File: src/rtl/skinny_ctrl.sv
// skinny_ctrl: SKINNY-128-384 control FSM (load beats, round loop with rc LFSR, unload beats, done pulse).
// Optional stall support via `SKINNY_CTRL_STALL_EN (adds the hold input).
module skinny_ctrl #(
    parameter int ROUNDS = 56
) (
    input  logic       clock,
    input  logic       reset,
`ifdef SKINNY_CTRL_STALL_EN
    input  logic       hold,
`endif
    input  logic       start,
    output logic       load_en,
    output logic [3:0] load_idx,
    output logic       round_en,
    output logic [5:0] round_idx,
    output logic [5:0] rc,
    output logic       last_round,
    output logic       out_valid,
    output logic [3:0] out_idx,
    output logic       done,
    output logic       busy
);
    typedef enum logic [2:0] {IDLE, LOAD, ROUND, UNLOAD, DONE} state_t;
    localparam logic [5:0] LAST = 6'(ROUNDS - 1);
    state_t     state_q, state_d;
    logic [3:0] cnt_q, cnt_d;
    logic [5:0] round_q, round_d;
    logic [5:0] rc_q, rc_d;
    logic       stall;
`ifdef SKINNY_CTRL_STALL_EN
    assign stall = hold;
`else
    assign stall = 1'b0;
`endif
    // state, shared beat counter, round counter and rc LFSR
    always_ff @(posedge clock) begin
        if (reset) begin
            state_q <= IDLE;
            cnt_q   <= 4'd0;
            round_q <= 6'd0;
            rc_q    <= 6'h00;
        end else begin
            state_q <= state_d;
            cnt_q   <= cnt_d;
            round_q <= round_d;
            rc_q    <= rc_d;
        end
    end
    // next state; the beat counter wraps to 0 after beat 15, so it reads 0 in ROUND/DONE/IDLE
    always_comb begin
        state_d = state_q;
        cnt_d   = cnt_q;
        round_d = round_q;
        rc_d    = rc_q;
        if (!stall) begin
            case (state_q)
                IDLE: begin
                    state_d = start ? LOAD : IDLE;
                    cnt_d   = start ? 4'd1 : cnt_q;
                end
                LOAD: begin
                    cnt_d   = cnt_q + 4'd1;
                    state_d = (cnt_q == 4'd15) ? ROUND : LOAD;
                    round_d = (cnt_q == 4'd15) ? 6'd0 : round_q;
                    rc_d    = (cnt_q == 4'd15) ? 6'h01 : rc_q;
                end
                ROUND: begin
                    state_d = (round_q == LAST) ? UNLOAD : ROUND;
                    round_d = (round_q == LAST) ? round_q : round_q + 6'd1;
                    rc_d    = (round_q == LAST) ? rc_q : {rc_q[4:0], ~(rc_q[5] ^ rc_q[4])};
                end
                UNLOAD: begin
                    cnt_d   = cnt_q + 4'd1;
                    state_d = (cnt_q == 4'd15) ? DONE : UNLOAD;
                end
                default: state_d = IDLE;
            endcase
        end
    end
    // outputs; enables are gated by stall, indices simply mirror the counters
    always_comb begin
        load_en    = !stall && (state_q == LOAD || (state_q == IDLE && start));
        round_en   = !stall && state_q == ROUND;
        last_round = round_en && round_q == LAST;
        out_valid  = !stall && state_q == UNLOAD;
        done       = !stall && state_q == DONE;
        busy       = state_q != IDLE;
        load_idx   = cnt_q;
        out_idx    = cnt_q;
        round_idx  = round_q;
        rc         = rc_q;
    end
endmodule
File: config.mk
export PLATFORM = sky130hd
export DESIGN_NAME = skinny_ctrl
export DESIGN_NICKNAME = d
export VERILOG_FILES = /design/src/rtl/skinny_ctrl.sv
export SDC_FILE = /design/constraint.sdc
export NUM_CORES = 1
export LEC_CHECK = 0
export CAP_MARGIN = 20
export CORE_ASPECT_RATIO = 1.5
export CORE_MARGIN = 2
export CORE_UTILIZATION = 46
export DETAILED_ROUTE_END_ITERATION = 10
export GPL_TIMING_DRIVEN = 0
export PLACE_DENSITY = 0.78
export SYNTH_ARGS = -nofsm -noshare
export SYNTH_HDL_FRONTEND = slang
export SYNTH_SLANG_ARGS = --single-unit
File: constraint.sdc
create_clock -name clock -period 2.4 [get_ports clock]
set_clock_uncertainty 0.15 [all_clocks]
set_input_delay 0.24 -clock clock [delete_from_list [all_inputs] [get_ports clock]]
set_output_delay 0.24 -clock clock [all_outputs]
set_load 0.005 [all_outputs]
==> flow_summary.yaml <==
run_status:
  status: "complete, no violations"
sta:
  fin_tns_setup_ps: 0
  max_freq_mhz: 458
  slew_viol_final: 0
  rsz0062_at_grt: "false"
  setup_violations: 0
  report.final.hold_viol_count: 0
  holdWs_ps: 173
  min_period_over_period: 0.910
  tightest_slew_ps: 497
  fin_crit_ps: 2180
  maxSlewHeadroom: 0.668
  fin_ws_ps: 216
place:
  dpl.cell_count: 161
  place.port_buffers: 27
  gp_congestion: 0.755
  post-place-ws_ps: 63.1
  dp_hpwl_um: 1550
  placed_area_sq_um: 1280
synth:
  synth_common_cells: "19 x dfxtp_1, 9 x a21oi_1, 9 x nand2_1, 9 x nand3_1, 9 x nor2_1"
  synth_ff_type: "dfxtp_1"
  synth_top_family_by_area: "simple AND/OR/NAND/NOR gates"
  synth_enable_flop_cells: 0
  syn_area_per_cell_sq_um: 8.75
  seq_area_frac_synth: 0.388
  synth_fa_ha_area_frac: 0.0255
  synth_most_common_cell: "dfxtp_1"
  yosysWarnings: 0
  synth_xor_area_frac: 0.0358
  async_reset_ff_frac: 0
  synth_nets: 117
  synthTopCellsByArea: "dfxtp_1 39%, a21oi_1 4.6%, nand3_1 4.6%"
  synth_top_area_frac: 0.388
  synth_seq_cells: 19
  yosys.area_share.simple: 0.305
  synth_compound_area_frac: 0.148
  synth_top_area_cell: "dfxtp_1"
  synth_cell_types: 38
  syn_inst: 112
  synth_area_sq_um: 980
  synth.area.mux_share: 0.0230
floorplanning:
  die_height_um: 60.5
  die_w_um: 41.7
  core.rowCount: 20
  pin_count: 29
  core_area_sq_um: 2030
  die_area_sq_um: 2520
  start_util: 0.483
worst_setup_path:
  cp_top_family: "simple AND/OR/NAND/NOR gates"
  critPathMaxFanout: 4
  start_kind: "register"
  crit_path_cell_trace: "ha_2, nand4b_1, or2_2, nor4_1, dlygate4sd2_1"
  critPathBufInv: 1
  path_class: "register to output pin"
  critical_path_arrival_ps: 1790
  crit_path_end_kind: "output pin"
  critPathRequiredTime_ps: 2010
  slowest_delay_ps: 380
  cpMaxStageDelayCell: "dfxtp_1"
global_route:
  gr-usage-all-layers: 0.179
  antenna_found_initial: 0
  grt_remaining_overflow: 0
  grt_pass1_vias: 827
  grt_max_degree: 11
  grt_pass1_wl_um: 3440
cells_and_area:
  nets: 150
  drive_gt1_frac: 0.139
  num_antenna_cells: 0
  fin_area_sq_um: 1310
  area_growth_pct: 34.1
  utilization: 0.648
  nFillCells: 180
  fin_cells: 166
cts:
  htreeDepth: 1
  cts_num_sinks: 19
  clk_latency_ps: 300
  cts_tree: "done"
  clockRootBuffer: "clkbuf_4"
  path_clk_slew_ps: 100
  cts.path.max_buffers: 2
  cts_buffers: 3
power_and_ir_drop:
  total_power_mw: 0.535
  power_leakage_nw: 0.481
  cellPowerDensity_nw_per_um2: 407
  ir_drop_uv: 357
route:
  wirelength_um: 2120
  drt_iter0_markers: 14
  firstDrtPassIters: 4
  routed_via_density: 5.59
  ant_nets: 0
  drc: 0
  num_vias: 928
  avgRoutedWirePerCell_um: 12.8
run:
  cap_violations: 0
min_path:
  hp-class: "input port to register"
metal layers:
layer  vias to the layer above  wire length [um]  GRT usage  share of wire
met3                         6                87     0.0327          0.041
li1                        464                 -          -              -
met4                         0                40     0.0968          0.019
met1                       435               950      0.204           0.45
met2                        23              1040      0.317           0.49
met5                         -                 0          0              0
final timing paths:
kind / start / end / slack, ps / cells past startpoint
worst max-delay path: round_idx[1] / last_round / 220 / 5
worst min-delay path: reset / load_idx[0] / 170 / 2
worst max register to register: load_idx[0] / round_idx[4] / 540 / 6
worst min register to register: rc[3] / rc[4] / 330 / 2
flip-flops by register name, summed over array words and instances, names as in the netlist:
register and count:
rc 6, round_idx 6, load_idx 4, state_q 3
placed cells by master, fill, tap and decap left out, types with 2 or more instances in the layout:
cell type and instances:
clkdlybuf4s50_1 26, dfxtp_1 18, nor2_1 9, a21oi_1 9, nand2_1 9, nand3_1 9, nor3_1 5, buf_4 5
nand4_1 4, o21ai_0 3, clkbuf_1 3, clkbuf_4 3, buf_6 2, or3_1 2, inv_1 2, nand4b_1 2
nor4_1 2, or2b_1 2, a31oi_1 2, mux2_2 2, xor2_1 2, xnor2_1 2
where the power goes:
part	internal, mW	total [mW]	switching [mW]
Sequential	0.319	0.325	0.00574
Clock	0.0648	0.160	0.0950
Combinational	0.0288	0.0505	0.0216
Total	0.413	0.535	0.122
area by class of cell:
type / count / area, sq um / share of cell area
Multi-Input combinational cell: 82 / 529 / 0.403
Sequential cell: 19 / 382 / 0.290
Timing Repair Buffer: 28 / 277 / 0.210
Buffer: 9 / 65.1 / 0.0495
Tap cell: 22 / 27.5 / 0.0210
Clock buffer: 4 / 26.3 / 0.0200
Inverter: 2 / 7.51 / 0.00571
timing repair:
item / 4_1_cts / 5_1_grt
buffers inserted: 1 / 0
resized for setup: 3 / 0
endpoints found under the setup margin: 1 / 0
hold buffers: 0 / 0
cells by family after synthesis:
logic type | count (synthesis)
flops | 19
buf+inv | 11
mux | 2
fa+ha+maj | 2
compound gates | 22
simple gates | 52
xor+xnor | 4
worst register-to-register path, delay by kind of cell (launching register included):
family	cells	cell delay, ps
AND/OR/NAND/NOR	3	530
flip-flops	1	450
adder cells (fa/ha/maj)	1	270
AO/OA/AOI/OAI	1	180
buffers and inverters	1	150
Power figures use the tool's default switching activity.
